[src/rtl/load_store_unit.sv]
// Load/store unit: issues one word-wide data-memory access per request.
// Handles byte-lane steering, load extension, fault detection and an ack timeout.
module load_store_unit #(
   parameter int unsigned ADDR_WIDTH     = 32,
   parameter int unsigned TIMEOUT_CYCLES = 16
) (
   input  logic                  clk_i,
   input  logic                  rst_i,
   input  logic                  req_valid_i,
   input  logic                  mem_write_i,
   input  logic [1:0]            mem_mode_i,
   input  logic                  load_unsigned_i,
   input  logic [ADDR_WIDTH-1:0] addr_i,
   input  logic [31:0]           wdata_i,
   output logic                  stall_o,
   output logic                  done_o,
   output logic                  err_o,
   output logic [31:0]           rdata_o,
   output logic                  mem_req_o,
   output logic                  mem_we_o,
   output logic [ADDR_WIDTH-1:0] mem_addr_o,
   output logic [3:0]            mem_be_o,
   output logic [31:0]           mem_wdata_o,
   input  logic                  mem_ack_i,
   input  logic [31:0]           mem_rdata_i
);

   localparam logic [1:0] ModeByte = 2'b00;
   localparam logic [1:0] ModeHalf = 2'b01;
   localparam logic [1:0] ModeWord = 2'b10;

   localparam int unsigned CntW = (TIMEOUT_CYCLES > 1) ? $clog2(TIMEOUT_CYCLES) : 1;
   // Counter value seen in the last REQ cycle allowed before giving up.
   localparam logic [CntW-1:0] TimeoutLast = CntW'(TIMEOUT_CYCLES - 1);

   typedef enum logic [1:0] {StIdle, StReq, StDone} state_e;

   state_e          state_q;
   logic [1:0]      mode_q;
   logic            write_q;
   logic            unsigned_q;
   logic [1:0]      off_q;
   logic [CntW-1:0] cnt_q;

   function automatic logic access_ok(input logic [1:0] mode, input logic [1:0] off);
      logic ok;
      case (mode)
         ModeByte: ok = 1'b1;
         ModeHalf: ok = ~off[0];
         ModeWord: ok = (off == 2'b00);
         default:  ok = 1'b0;
      endcase
      return ok;
   endfunction

   function automatic logic [3:0] lane_enables(input logic [1:0] mode, input logic [1:0] off);
      logic [3:0] be;
      case (mode)
         ModeByte: be = 4'b0001 << off;
         ModeHalf: be = off[1] ? 4'b1100 : 4'b0011;
         default:  be = 4'b1111;
      endcase
      return be;
   endfunction

   function automatic logic [31:0] lane_wdata(input logic [1:0] mode, input logic [31:0] wd);
      logic [31:0] d;
      case (mode)
         ModeByte: d = {4{wd[7:0]}};
         ModeHalf: d = {2{wd[15:0]}};
         default:  d = wd;
      endcase
      return d;
   endfunction

   function automatic logic [31:0] extend_load(input logic [31:0] word, input logic [1:0] mode,
                                               input logic [1:0] off, input logic uns);
      logic [7:0]  b;
      logic [15:0] h;
      logic [31:0] r;
      b = word[{off, 3'b000} +: 8];
      h = off[1] ? word[31:16] : word[15:0];
      case (mode)
         ModeByte: r = {{24{~uns & b[7]}}, b};
         ModeHalf: r = {{16{~uns & h[15]}}, h};
         default:  r = word;
      endcase
      return r;
   endfunction

   always_ff @(posedge clk_i) begin
      if (rst_i) begin
         state_q     <= StIdle;
         mode_q      <= 2'b00;
         write_q     <= 1'b0;
         unsigned_q  <= 1'b0;
         off_q       <= 2'b00;
         cnt_q       <= '0;
         done_o      <= 1'b0;
         err_o       <= 1'b0;
         rdata_o     <= 32'h0;
         mem_req_o   <= 1'b0;
         mem_we_o    <= 1'b0;
         mem_addr_o  <= '0;
         mem_be_o    <= 4'b0000;
         mem_wdata_o <= 32'h0;
      end else begin
         done_o <= 1'b0;
         case (state_q)
            StIdle: begin
               if (req_valid_i) begin
                  mode_q     <= mem_mode_i;
                  write_q    <= mem_write_i;
                  unsigned_q <= load_unsigned_i;
                  off_q      <= addr_i[1:0];
                  cnt_q      <= '0;
                  if (access_ok(mem_mode_i, addr_i[1:0])) begin
                     state_q     <= StReq;
                     mem_req_o   <= 1'b1;
                     mem_we_o    <= mem_write_i;
                     mem_addr_o  <= {addr_i[ADDR_WIDTH-1:2], 2'b00};
                     mem_be_o    <= lane_enables(mem_mode_i, addr_i[1:0]);
                     mem_wdata_o <= lane_wdata(mem_mode_i, wdata_i);
                  end else begin
                     // Faults never touch the bus.
                     state_q <= StDone;
                     done_o  <= 1'b1;
                     err_o   <= 1'b1;
                     rdata_o <= 32'h0;
                  end
               end
            end
            StReq: begin
               if (mem_ack_i) begin
                  state_q   <= StDone;
                  mem_req_o <= 1'b0;
                  mem_we_o  <= 1'b0;
                  done_o    <= 1'b1;
                  err_o     <= 1'b0;
                  rdata_o   <= write_q ? 32'h0
                                       : extend_load(mem_rdata_i, mode_q, off_q, unsigned_q);
               end else if ((TIMEOUT_CYCLES != 0) && (cnt_q == TimeoutLast)) begin
                  state_q   <= StDone;
                  mem_req_o <= 1'b0;
                  mem_we_o  <= 1'b0;
                  done_o    <= 1'b1;
                  err_o     <= 1'b1;
                  rdata_o   <= 32'h0;
               end else begin
                  cnt_q <= cnt_q + 1'b1;
               end
            end
            StDone: state_q <= StIdle;
            default: state_q <= StIdle;
         endcase
      end
   end

   // Stall asserts combinationally in IDLE so the request cycle itself is held.
   always_comb begin
      stall_o = 1'b0;
      case (state_q)
         StIdle:  stall_o = req_valid_i;
         StReq:   stall_o = 1'b1;
         default: stall_o = 1'b0;
      endcase
   end

endmodule
[config.mk]
export PLATFORM = sky130hd
export DESIGN_NAME = load_store_unit
export DESIGN_NICKNAME = d
export VERILOG_FILES = /design/src/rtl/load_store_unit.sv
export SDC_FILE = /design/constraint.sdc
export NUM_CORES = 1
export LEC_CHECK = 0
export ABC_AREA = 0
export BUFFER_PORTS_ARGS = -buffer_cell sky130_fd_sc_hd__buf_2
export CAP_MARGIN = 0
export CORE_UTILIZATION = 43
export CTS_CLUSTER_DIAMETER = 150
export DETAILED_ROUTE_END_ITERATION = 16
export PLACE_DENSITY = 0.76
export SLEW_MARGIN = 10
export SYNTH_ARGS = -nofsm -noshare
export SYNTH_HDL_FRONTEND = slang
export SYNTH_SLANG_ARGS = --single-unit
export TNS_END_PERCENT = 1
[constraint.sdc]
create_clock -name clk_i -period 1.43 [get_ports clk_i]
set_input_delay 0.143 -clock clk_i [delete_from_list [all_inputs] [get_ports clk_i]]
set_output_delay 0.143 -clock clk_i [all_outputs]
set_load 0.05 [all_outputs]
==> run summary, run 1 <==
area growth from synthesis to final layout = 49.0%
wire length of the first global-routing pass = 24700 um
design internal power = 0.00665 W
x dimension of the die = 109 um
Least-Margin Pin Slew = 0.681 ns
peak ir drop on the vdd network = 1.01 mV
root cell of the clock tree = sky130_fd_sc_hd__clkbuf_16
number of DRC markers after the initial detailed-route iteration = 370
die area = 11800 um2
clock buffer depth = 2
starting density of the core = 44.7%
total clock buffers created by CTS = 17
HPWL reported at the end of detailed placement = 10500 um
number of filler instances in the final layout = 875
number of global-route vias before repair = 5151
CP max FO = 32
violated checks = negative setup slack
Pins Over Slew Limit = 0
Reg power frac = 36.3%
final critical-path share of the clock period = 114%
setup-violating endpoint count in the final report = 100
Hold WS = 0.0180 ns
cell family contributing the most delay on the critical path = compound AO/OA/AOI/OAI gates
via-per-instance ratio = 5.36
Remaining Overflow, GRT = 0
netlist area before placement = 4910 um2
PortBufs = 206
proportion of netlist area held by the largest area contributor = 46.5%
WL/cell = 16.4 um
number of nets still failing antenna checks after routing = 0
number of vias in the routed layout = 5191
TritonCTS clock tree = built
count of H-tree levels built during CTS = 4
Hold Violations, Final = 0
die height = 109 um
cell type contributing the most total cell area after synthesis = sky130_fd_sc_hd__dfxtp_1
Clock Skew = 0.00685 ns
Worst Path Arrival = 1.93 ns
switching part of the total power = 29.9%
cell count after synthesis = 562
WL final = 15900 um
most common cell after layout, fill and taps aside = sky130_fd_sc_hd__buf_2
GRT Overall Usage = 27.3%
share of synthesized flip-flops with an asynchronous set or reset = 0%
setup repair after global routing missed its margin = yes
aggregate negative setup slack = -8.96 ns
placeable core region = 11000 um2
Cell Chain, Critical Path = or3b_4, o32ai_4, nor2_2, buf_12, a22o_1
endpoint kind of the worst setup timing path = flop
post-CTS clock slew at the launch and capture registers of the worst setup and hold paths = 0.05 ns
critical-path cell with the highest stage delay = sky130_fd_sc_hd__or3b_4
part of the total power dissipated in the clock network = 44.1%
kind of critical path = flop to flop
sequential element share of the synthesized area = 46.5%
biggest cell delay along the critical path = 0.41 ns
post-synthesis sequential element count = 114
fin worst setup slack = -0.201 ns
commonest non-fill, non-tap cells in the layout = sky130_fd_sc_hd__buf_2, sky130_fd_sc_hd__dfxtp_1, sky130_fd_sc_hd__nand2_1
io pins = 209
clk sinks = 114
Synthesis Warnings = 0
number of max-cap violations = 0
maximum clock frequency = 613 MHz
element type at the critical path start = flop
total number of nets in the final design = 921
placer's final routability congestion estimate = 0.850
total leakage power = 3.26 nW
Post-Synthesis Mean Instance Area = 8.73 um2
worst hold-check path type = input pin to flop
initial antenna violation count = 1
number of flops mapped to enable cells by yosys = 0
result of the run = finished, violations left
Pwr Density = 1300 nW/um2
post-layout min period = 1.63 ns
worst-case headroom to the max-slew limit = 54.6%
cell types with the largest area share after synthesis = sky130_fd_sc_hd__dfxtp_1, sky130_fd_sc_hd__nand2_1, sky130_fd_sc_hd__a21oi_1
critical path required time = 1.73 ns
combinational power share = 19.7%
number of distinct standard cells referenced by the synthesized netlist = 45
DP Worst Slack = -0.215 ns
sw power = 0.00284 W
number of detailed-route iterations in the first pass = 5
sum of buffers and inverters on the critical path = 1
number of placement rows = 38
DRC Markers = 0
maximum number of pins on one net before global-route repair = 64
leading register cell type out of synthesis = sky130_fd_sc_hd__dfxtp_1
diode insertion count for antenna repair = 0
clock latency on the worst-skew pair = 0.41 ns
fraction of layout cells with a size suffix above 1 = 38.4%
worst register-to-register path, cell delays in order, from the launching register on:
cell	delay, ns
sky130_fd_sc_hd__dfxtp_2	0.32
sky130_fd_sc_hd__or3b_4	0.41
sky130_fd_sc_hd__o32ai_4	0.28
sky130_fd_sc_hd__nor2_2	0.08
sky130_fd_sc_hd__buf_12	0.17
sky130_fd_sc_hd__a22o_1	0.26
cell usage after synthesis, types with 2 or more instances:
library cell and instances:
sky130_fd_sc_hd__dfxtp_1 114, sky130_fd_sc_hd__nand2_1 102, sky130_fd_sc_hd__a21oi_1 56, sky130_fd_sc_hd__nor2_1 44, sky130_fd_sc_hd__o21ai_0 25, sky130_fd_sc_hd__clkbuf_1 21
sky130_fd_sc_hd__mux2i_1 21, sky130_fd_sc_hd__nand2b_1 20, sky130_fd_sc_hd__buf_2 18, sky130_fd_sc_hd__a22o_1 17, sky130_fd_sc_hd__o2bb2ai_1 14, sky130_fd_sc_hd__a311oi_1 11
sky130_fd_sc_hd__nor3_1 11, sky130_fd_sc_hd__mux2_2 10, sky130_fd_sc_hd__a211oi_1 9, sky130_fd_sc_hd__o21a_1 9, sky130_fd_sc_hd__o211ai_1 8, sky130_fd_sc_hd__a21boi_0 7
sky130_fd_sc_hd__nand3_1 6, sky130_fd_sc_hd__nor2b_1 5, sky130_fd_sc_hd__buf_4 3, sky130_fd_sc_hd__buf_6 3, sky130_fd_sc_hd__inv_1 3, sky130_fd_sc_hd__xor2_1 3
sky130_fd_sc_hd__and3_1 2
routing by layer:
| layer | up-vias | wire, um | share of wire, % | GRT usage [%] |
|---|---|---|---|---|
| met4 | 2 | 391 | 2.5 | 12.0 |
| met5 | - | 12 | 0.075 | 0 |
| met3 | 41 | 1380 | 8.6 | 8.91 |
| met1 | 2404 | 6320 | 40 | 30.6 |
| li1 | 2491 | - | - | - |
| met2 | 253 | 7830 | 49 | 47.0 |
through the flow:
| step | cell area, um2 | power, W | util (%) | cells |
|---|---|---|---|---|
| after floorplan | 4920 | 0.00465 | - | 563 |
| after global placement | 6280 | 0.00518 | 57.2 | 903 |
| after detailed placement | 6280 | 0.00522 | 57.2 | 903 |
| after CTS | 7250 | 0.00947 | 66.1 | 969 |
| after global routing | 7310 | 0.00982 | 66.6 | 969 |
| final | 7310 | 0.00948 | 66.6 | 969 |
cells by family (layout without fill, tap and decap cells):
group | Yosys count | count (layout) | synth area share [%]
AOI/OAI and AO/OA | 167 | 167 | 23.7
adders and majority gates | 1 | 1 | 0.255
and+or+nand+nor | 195 | 195 | 17.3
DFF | 114 | 114 | 46.5
xor gates and xnor gates | 3 | 3 | 0.536
buffers and inverters | 50 | 316 | 5.00
other | 1 | 2 | 0.0764
muxes | 31 | 31 | 6.58
registers in the layout, indices dropped and copies added (netlist names):
| register | flops |
|---|---|
| off_q | 2 |
| rdata_o | 32 |
| mem_be_o | 4 |
| err_o | 1 |
| unsigned_q | 1 |
| state_q | 2 |
| mem_addr_o | 30 |
| mem_req_o | 1 |
| cnt_q | 4 |
| mem_we_o | 1 |
| done_o | 1 |
| mode_q | 2 |
| mem_wdata_o | 32 |
| write_q | 1 |
area by class of cell:
cell class | count | area [um2] | share of cell area [%]
Timing Repair Buffer | 280 | 1770 | 24.3
Sequential cell | 114 | 2290 | 31.3
Clock buffer | 19 | 453 | 6.19
Inverter | 4 | 15.0 | 0.205
Tap cell | 140 | 175 | 2.40
Multi-Input combinational cell | 399 | 2470 | 33.8
Clock inverter | 13 | 135 | 1.85
timing repair:
item | 4_1_cts | 5_1_grt
endpoints found under the hold margin | 33 | 0
hold buffers | 33 | 0
resized for setup | 13 | 20
pin swaps | 24 | 7
setup endpoints to repair | 101 | 106
setup buffers | 1 | 0
worst paths after layout:
path,start,end,slack (ns),depth (start not counted)
max,state_q[1]$_SDFFE_PP0P_,rdata_o[27]$_SDFFE_PP0P_,-0.20,5
min,wdata_i[6],mem_wdata_o[6]$_SDFFE_PP0P_,0.02,3
max reg2reg,state_q[1]$_SDFFE_PP0P_,rdata_o[27]$_SDFFE_PP0P_,-0.20,5
min reg2reg,mem_wdata_o[6]$_SDFFE_PP0P_,mem_wdata_o[6]$_SDFFE_PP0P_,0.45,2
power by group through the flow:
stage	logic, W	clock network [W]	registers [W]
finish	0.00187	0.00418	0.00344
global route	0.00199	0.00438	0.00345
CTS	0.00182	0.00422	0.00343
detailed placement	0.00173	0	0.00350
global placement	0.00169	0	0.00349
floorplan	0.000657	0	0.00399
Note: power is estimated with default switching activity, not from simulation.
==> inputs of run 2 (changes only) <==
--- a/config.mk
+++ b/config.mk
@@ -10,7 +10,10 @@
 export CAP_MARGIN = 0
 export CORE_UTILIZATION = 43
 export CTS_CLUSTER_DIAMETER = 150
+export CTS_CLUSTER_SIZE = 14
 export DETAILED_ROUTE_END_ITERATION = 16
+export GPL_ROUTABILITY_DRIVEN = 0
+export HOLD_SLACK_MARGIN = 0.03
 export PLACE_DENSITY = 0.76
 export SLEW_MARGIN = 10
 export SYNTH_ARGS = -nofsm -noshare
==> run 2 against run 1 <==
The flow still finishes with violations (negative setup slack); utilization is 3.3 points higher; register-to-register slack barely moved; first-iteration DRC count is 11% lower; cell count increased by 2.8%; setup slack worse by 0.010 ns; combinational power is 9% higher; via count grew 5.3%; sequential cell count is the same; final area grew 5.0%; total power rose by 1.8%; non-clock buffer count up 27; clock skew increased by 0.0017 ns.
==> run summary, run 2 (synthesized netlist as in run 1, its figures left out) <==
fraction of layout cells with a size suffix above 1 = 39.6%
starting density of the core = 44.7%
endpoint of the worst setup timing path = mem_addr_o[18]$_SDFFE_PP0P_
number of filler instances in the final layout = 811
Worst Path Arrival = 1.97 ns
Critical Path Source = state_q[1]$_SDFFE_PP0P_
die height = 109 um
biggest cell delay along the critical path = 0.32 ns
PortBufs = 206
count of H-tree levels built during CTS = 4
number of vias in the routed layout = 5465
post-layout min period = 1.64 ns
origin of the worst min-delay path = mem_rdata_i[10]
TritonCTS clock tree = built
cell family contributing the most delay on the critical path = compound AO/OA/AOI/OAI gates
maximum clock frequency = 609 MHz
violated checks = negative setup slack
critical-path cell with the highest stage delay = sky130_fd_sc_hd__dfxtp_2
most common cell after layout, fill and taps aside = sky130_fd_sc_hd__buf_2
io pins = 209
area used by sequential logic in the layout = 2290 um2
r2r setup slk = -0.21 ns
maximum number of pins on one net before global-route repair = 58
sum of buffers and inverters on the critical path = 3
cell count of the worst reg-to-reg path = 7
final critical-path share of the clock period = 115%
Hold WS = 0.0436 ns
Least-Margin Pin Slew = 0.695 ns
diode insertion count for antenna repair = 0
commonest non-fill, non-tap cells in the layout = sky130_fd_sc_hd__buf_2, sky130_fd_sc_hd__dfxtp_1, sky130_fd_sc_hd__nand2_1
element type at the critical path start = flop
endpoint kind of the worst setup timing path = flop
post-CTS clock slew at the launch and capture registers of the worst setup and hold paths = 0.06 ns
x dimension of the die = 109 um
launch point of the worst reg-to-reg path = state_q[1]$_SDFFE_PP0P_
Multi-input gate area = 2510 um2
clock latency on the worst-skew pair = 0.42 ns
via-per-instance ratio = 5.49
CP max FO = 22
fin worst setup slack = -0.211 ns
number of max-cap violations = 0
Remaining Overflow, GRT = 0
GRT Overall Usage = 28.5%
Pwr Density = 1260 nW/um2
clk sinks = 114
R2R Path End = mem_addr_o[18]$_SDFFE_PP0P_
number of DRC markers after the initial detailed-route iteration = 328
wire length of the first global-routing pass = 25700 um
total leakage power = 3.41 nW
number of global-route vias before repair = 5238
total number of nets in the final design = 948
die area = 11800 um2
root cell of the clock tree = sky130_fd_sc_hd__clkbuf_16
Regs by FF count = mem_wdata_o (32), rdata_o (32), mem_addr_o (30)
WL final = 17100 um
final instance area = 7680 um2
DP Worst Slack = -0.204 ns
setup-violating endpoint count in the final report = 101
critical path required time = 1.76 ns
placed standard-cell area = 6290 um2
setup repair after global routing missed its margin = yes
Pins Over Slew Limit = 0
peak ir drop on the vdd network = 0.957 mV
result of the run = finished, violations left
number of nets still failing antenna checks after routing = 0
worst-case headroom to the max-slew limit = 53.7%
number of placement rows = 38
number of cells on the critical path = 7
clock buffer depth = 2
worst hold-check path type = input pin to flop
area growth from synthesis to final layout = 56.5%
total clock buffers created by CTS = 17
placeable core region = 11000 um2
DRC Markers = 0
WL/cell = 17.2 um
Hold Violations, Final = 0
HPWL reported at the end of detailed placement = 10600 um
kind of critical path = flop to flop
initial antenna violation count = 0
number of detailed-route iterations in the first pass = 5
Cell Chain, Critical Path = buf_4, nor3b_4, o21a_4, buf_12, buf_16, nand2_1, a21oi_1
Clock Skew = 0.00856 ns
==> run 2: cell count changes in the layout (fill, tap and decap cells not counted), moves of 3 or more <==
cell	previous run	this run
sky130_fd_sc_hd__clkinv_2	4	1
sky130_fd_sc_hd__nand2_2	0	3
sky130_fd_sc_hd__nand2_1	102	99
sky130_fd_sc_hd__buf_4	31	37
sky130_fd_sc_hd__a21oi_2	7	13
sky130_fd_sc_hd__a21oi_1	50	44
sky130_fd_sc_hd__dlygate4sd3_1	33	50
==> run 2: area by class of cell <==
cell class	instances	share of cell area (%)
flip-flops and latches	114	29.8
repair buffers	307	27.3
clock inverters	15	2.10
inverters	4	0.196
well taps	140	2.28
clock buffers	17	5.54
multi-input cells	399	32.8
==> run 2: worst min path at each step <==
stage	end	slack [ns]	cells past startpoint
after global routing	mem_wdata_o[13]$_SDFFE_PP0P_	0.04	3
after detailed placement	mem_addr_o[6]$_SDFFE_PP0P_	0.39	3
after global placement	unsigned_q$_SDFFE_PP0P_	0.38	3
final	rdata_o[10]$_SDFFE_PP0P_	0.04	3
after floorplan	err_o$_SDFFE_PP0P_	0.24	1
after CTS	mem_wdata_o[1]$_SDFFE_PP0P_	0.03	3
==> run 2: stage by stage <==
stage	instances	power [W]	setup TNS [ns]	utilization (%)
after global placement	904	0.00518	-3.61	57.3
after detailed placement	904	0.00523	-10.14	57.3
final	996	0.00966	-9.59	69.9
after floorplan	563	0.00465	-2.67	-
after global routing	996	0.00996	-15.04	69.9
after CTS	990	0.00958	-8.33	68.8
==> run 2: per-layer routing <==
metal / wire length, um / global-route usage [%] / vias up
met5: 0 / 0 / -
li1: - / - / 2532
met2: 8250 / 48.6 / 329
met4: 664 / 15.3 / 0
met3: 1580 / 8.91 / 61
met1: 6610 / 31.6 / 2543
==> run 2: report_power, final <==
| part | leakage, nW | switching [W] | internal [W] |
|---|---|---|---|
| clock network | 0.264 | 0.00161 | 0.00257 |
| registers | 0.930 | 0.000104 | 0.00334 |
| logic | 2.21 | 0.00126 | 0.000768 |
==> run 2: timing repair <==
item | in CTS | in global routing
hold buffers | 50 | 0
buffers inserted | 1 | 6
gates resized for setup | 25 | 23
endpoints found under the setup margin | 103 | 105
gates cloned | 3 | 0
pin swaps | 6 | 23
endpoints found under the hold margin | 52 | 0
==> run 2: tightest hold or removal path: stages <==
cell                        delay [ns]
sky130_fd_sc_hd__buf_2            0.08
sky130_fd_sc_hd__o21ai_0          0.06
sky130_fd_sc_hd__o2bb2ai_1        0.13
==> inputs of run 3 (changes only) <==
--- a/config.mk
+++ b/config.mk
@@ -5,16 +5,16 @@
 export SDC_FILE = /design/constraint.sdc
 export NUM_CORES = 1
 export LEC_CHECK = 0
-export ABC_AREA = 0
+export ABC_AREA = 1
 export BUFFER_PORTS_ARGS = -buffer_cell sky130_fd_sc_hd__buf_2
 export CAP_MARGIN = 0
-export CORE_UTILIZATION = 43
+export CORE_UTILIZATION = 48
 export CTS_CLUSTER_DIAMETER = 150
 export CTS_CLUSTER_SIZE = 14
 export DETAILED_ROUTE_END_ITERATION = 16
 export GPL_ROUTABILITY_DRIVEN = 0
 export HOLD_SLACK_MARGIN = 0.03
-export PLACE_DENSITY = 0.76
+export PLACE_DENSITY = 0.8
 export SLEW_MARGIN = 10
 export SYNTH_ARGS = -nofsm -noshare
 export SYNTH_HDL_FRONTEND = slang
==> constraint.sdc (replaced) <==
create_clock -name clk_i -period 1.7 [get_ports clk_i]
set_input_delay 0.17 -clock clk_i [delete_from_list [all_inputs] [get_ports clk_i]]
set_output_delay 0.17 -clock clk_i [all_outputs]
set_load 0.05 [all_outputs]
==> run 3 against run 2 <==
The run now ends clean; non-clock buffer count fell by 21; register-to-register slack improved by 0.40 ns; sequential share of layout area rose by 0.74 points; hold slack got worse by 0.021 ns; total power fell by 19%; cell count rose by 15%; area after synthesis rose by 4.6%; final area fell by 2.8%; global-route usage rose by 1.2 points; clock power fell by 22%; die area fell by 6.2%; highest routed layer unchanged.
==> run summary, run 3 <==
Hold Violations, Final = 0
number of DRC markers after the initial detailed-route iteration = 413
Synthesis Warnings = 0
number of global-route vias before repair = 5588
Pins Over Slew Limit = 0
maximum number of pins on one net before global-route repair = 57
Post-Synth XOR/XNOR Area = 0%
WL/cell = 14.3 um
aggregate negative setup slack = 0 ns
depth of the worst hold-timing path = 3
number of distinct standard cells referenced by the synthesized netlist = 30
area growth from synthesis to final layout = 45.5%
post-synthesis sequential element count = 114
sum of buffers and inverters on the critical path = 1
Pwr Density = 1040 nW/um2
mux share of post-synthesis cell area = 0%
complex-gate fraction of the synthesized area = 18.4%
dominant combinational cell family by area after synthesis = simple AND/OR/NAND/NOR gates
biggest cell delay along the critical path = 0.34 ns
CP max FO = 6
Regs by FF count = mem_wdata_o (32), rdata_o (32), mem_addr_o (30)
total leakage power = 3.55 nW
number of cells in the design after placement = 1054
Multi-input gate area = 2460 um2
number of vias in the routed layout = 5923
count leader, synth = sky130_fd_sc_hd__nand2_1
share of synthesized flip-flops with an asynchronous set or reset = 0%
TritonCTS clock tree = built
total clock buffers created by CTS = 17
x dimension of the die = 105 um
element type at the critical path start = flop
post-CTS clock slew at the launch and capture registers of the worst setup and hold paths = 0.06 ns
maximum clock frequency = 621 MHz
sequential element share of the synthesized area = 44.5%
cell types with the largest area share after synthesis = sky130_fd_sc_hd__dfxtp_1, sky130_fd_sc_hd__nand2_1, sky130_fd_sc_hd__a21oi_1
Cell Chain, Critical Path = nor2_2, nand2_2, nand2_2, buf_6
kind of critical path = flop to output port
area used by sequential logic in the layout = 2280 um2
core occupancy in the finished layout = 72.3%
clk sinks = 114
count of H-tree levels built during CTS = 4
cell count of the worst reg-to-reg path = 9
number of nets still failing antenna checks after routing = 0
post-layout min period = 1.61 ns
die area = 11100 um2
starting density of the core = 49.7%
final critical-path share of the clock period = 94.7%
number of filler instances in the final layout = 838
commonest non-fill, non-tap cells in the layout = sky130_fd_sc_hd__nand2_1, sky130_fd_sc_hd__buf_2, sky130_fd_sc_hd__a21oi_1
critical path required time = 1.53 ns
endpoint kind of the worst setup timing path = output port
worst hold-check path type = input pin to flop
leading register cell type out of synthesis = sky130_fd_sc_hd__dfxtp_1
DRC Markers = 0
initial antenna violation count = 0
adder-cell share of the synthesized area = 0.244%
PortBufs = 206
origin of the worst min-delay path = req_valid_i
simple logic cell fraction of the synthesized area = 28.9%
netlist area before placement = 5130 um2
result of the run = complete, no violations
placeable core region = 10300 um2
number of max-cap violations = 0
fraction of layout cells with a size suffix above 1 = 29.3%
launch point of the worst reg-to-reg path = off_q[1]$_SDFFE_PP0P_
wire length of the first global-routing pass = 26400 um
Least-Margin Pin Slew = 0.863 ns
peak ir drop on the vdd network = 0.539 mV
DP Worst Slack = 0.188 ns
cell count after synthesis = 741
cell type contributing the most total cell area after synthesis = sky130_fd_sc_hd__dfxtp_1
r2r setup slk = 0.19 ns
number of placement rows = 37
R2R Path End = rdata_o[26]$_SDFFE_PP0P_
cell family contributing the most delay on the critical path = simple AND/OR/NAND/NOR gates
die height = 105 um
most common cell after layout, fill and taps aside = sky130_fd_sc_hd__nand2_1
root cell of the clock tree = sky130_fd_sc_hd__clkbuf_8
Clock Skew = 0.0113 ns
diode insertion count for antenna repair = 0
number of flops mapped to enable cells by yosys = 0
proportion of netlist area held by the largest area contributor = 44.5%
top cells by instance count after synthesis = sky130_fd_sc_hd__nand2_1, sky130_fd_sc_hd__a21oi_1, sky130_fd_sc_hd__dfxtp_1, sky130_fd_sc_hd__nor2_1, sky130_fd_sc_hd__o21ai_0
WL final = 16400 um
GRT Overall Usage = 29.7%
total number of nets in the final design = 1106
clock buffer depth = 2
worst-case hold path end point = write_q$_SDFFE_PP0P_
HPWL reported at the end of detailed placement = 10400 um
Post-Synthesis Mean Instance Area = 6.93 um2
Worst Path Arrival = 1.44 ns
library cell appearing most often on the critical path = sky130_fd_sc_hd__nand2_2
critical-path cell with the highest stage delay = sky130_fd_sc_hd__dfxtp_1
worst-case headroom to the max-slew limit = 42.3%
clock latency on the worst-skew pair = 0.51 ns
fin worst setup slack = 0.0904 ns
via-per-instance ratio = 5.15
Remaining Overflow, GRT = 0
setup-violating endpoint count in the final report = 0
number of detailed-route iterations in the first pass = 4
count of placed standard cells in the final layout, fillers left out = 1150
io pins = 209
==> run 3: changes by cell type after synthesis, sizes merged, moves of 10 or more <==
cell / change
inv: +34
nand3: +17
o2bb2ai: -14
a21oi: +74
a311oi: -11
a22o: -17
o21ai: +20
mux2i: -21
nand2b: -20
mux2: -10
nand2: +183
==> run 3: timing repair <==
item	4_1_cts	5_1_grt
hold endpoints to repair	78	0
setup buffers	0	0
setup endpoints to repair	1	3
resized for setup	3	5
hold buffers	64	0
==> run 3: cell families after synthesis <==
family,after synthesis
buffers and inverters,84
flip-flops,114
other,1
AO/OA/AOI/OAI,179
adder cells (fa/ha/maj),1
AND/OR/NAND/NOR,362
==> run 3: cell type report <==
| cell class | instances | share of cell area, % |
|---|---|---|
| Inverter | 38 | 2.09 |
| Multi-Input combinational cell | 544 | 32.9 |
| Timing Repair Buffer | 286 | 24.8 |
| Sequential cell | 114 | 30.6 |
| Clock buffer | 18 | 5.73 |
| Tap cell | 136 | 2.28 |
| Clock inverter | 14 | 1.61 |
==> run 3: how the worst max path moves through the flow <==
stage | slack [ns] | cells after the start | from | to
6_report | 0.09 | 4 | state_q[1]$_SDFFE_PP0P_ | stall_o
5_1_grt | -0.0005 | 4 | state_q[1]$_SDFFE_PP0P_ | stall_o
4_1_cts | 0.01 | 4 | state_q[1]$_SDFFE_PP0P_ | stall_o
3_5_place_dp | 0.19 | 6 | mem_mode_i[1] | mem_wdata_o[15]$_SDFFE_PP0P_
3_3_place_gp | 0.21 | 9 | state_q[0]$_SDFFE_PP0P_ | rdata_o[7]$_SDFFE_PP0P_
2_1_floorplan | 0.20 | 6 | state_q[1]$_SDFFE_PP0P_ | cnt_q[2]$_SDFFE_PP0P_
==> run 3: worst min-delay path: stages <==
cell                      delay, ns
sky130_fd_sc_hd__buf_2         0.12
sky130_fd_sc_hd__nand2_2       0.12
sky130_fd_sc_hd__a21oi_1       0.08
==> run 3: per-stage QoR <==
stage	hold slack (ns)	total power [W]	area, um2
finish	0.0226	0.00779	7470
global route	0.0510	0.00813	7470
CTS	0.0323	0.00780	7450
detailed placement	0.424	0.00442	6250
global placement	0.419	0.00441	6250
floorplan	0.313	0.00402	5140
==> run 3: metal layers <==
metal | track usage, % | vias up | wire length, um | share of wire (%)
met5 | 0 | - | 0 | 0
met4 | 15.7 | 0 | 524 | 3.2
met3 | 6.68 | 50 | 1220 | 7.4
met2 | 49.2 | 287 | 8100 | 49
met1 | 35.7 | 2685 | 6600 | 40
li1 | - | 2901 | - | -
==> run 3: power breakdown <==
part,internal [W],leakage [nW],total [W],switching (W)
Clock,0.00187,0.258,0.00325,0.00138
Combinational,0.000531,2.36,0.00166,0.00112
Sequential,0.00281,0.928,0.00288,0.0000740
Total,0.00521,3.55,0.00779,0.00258
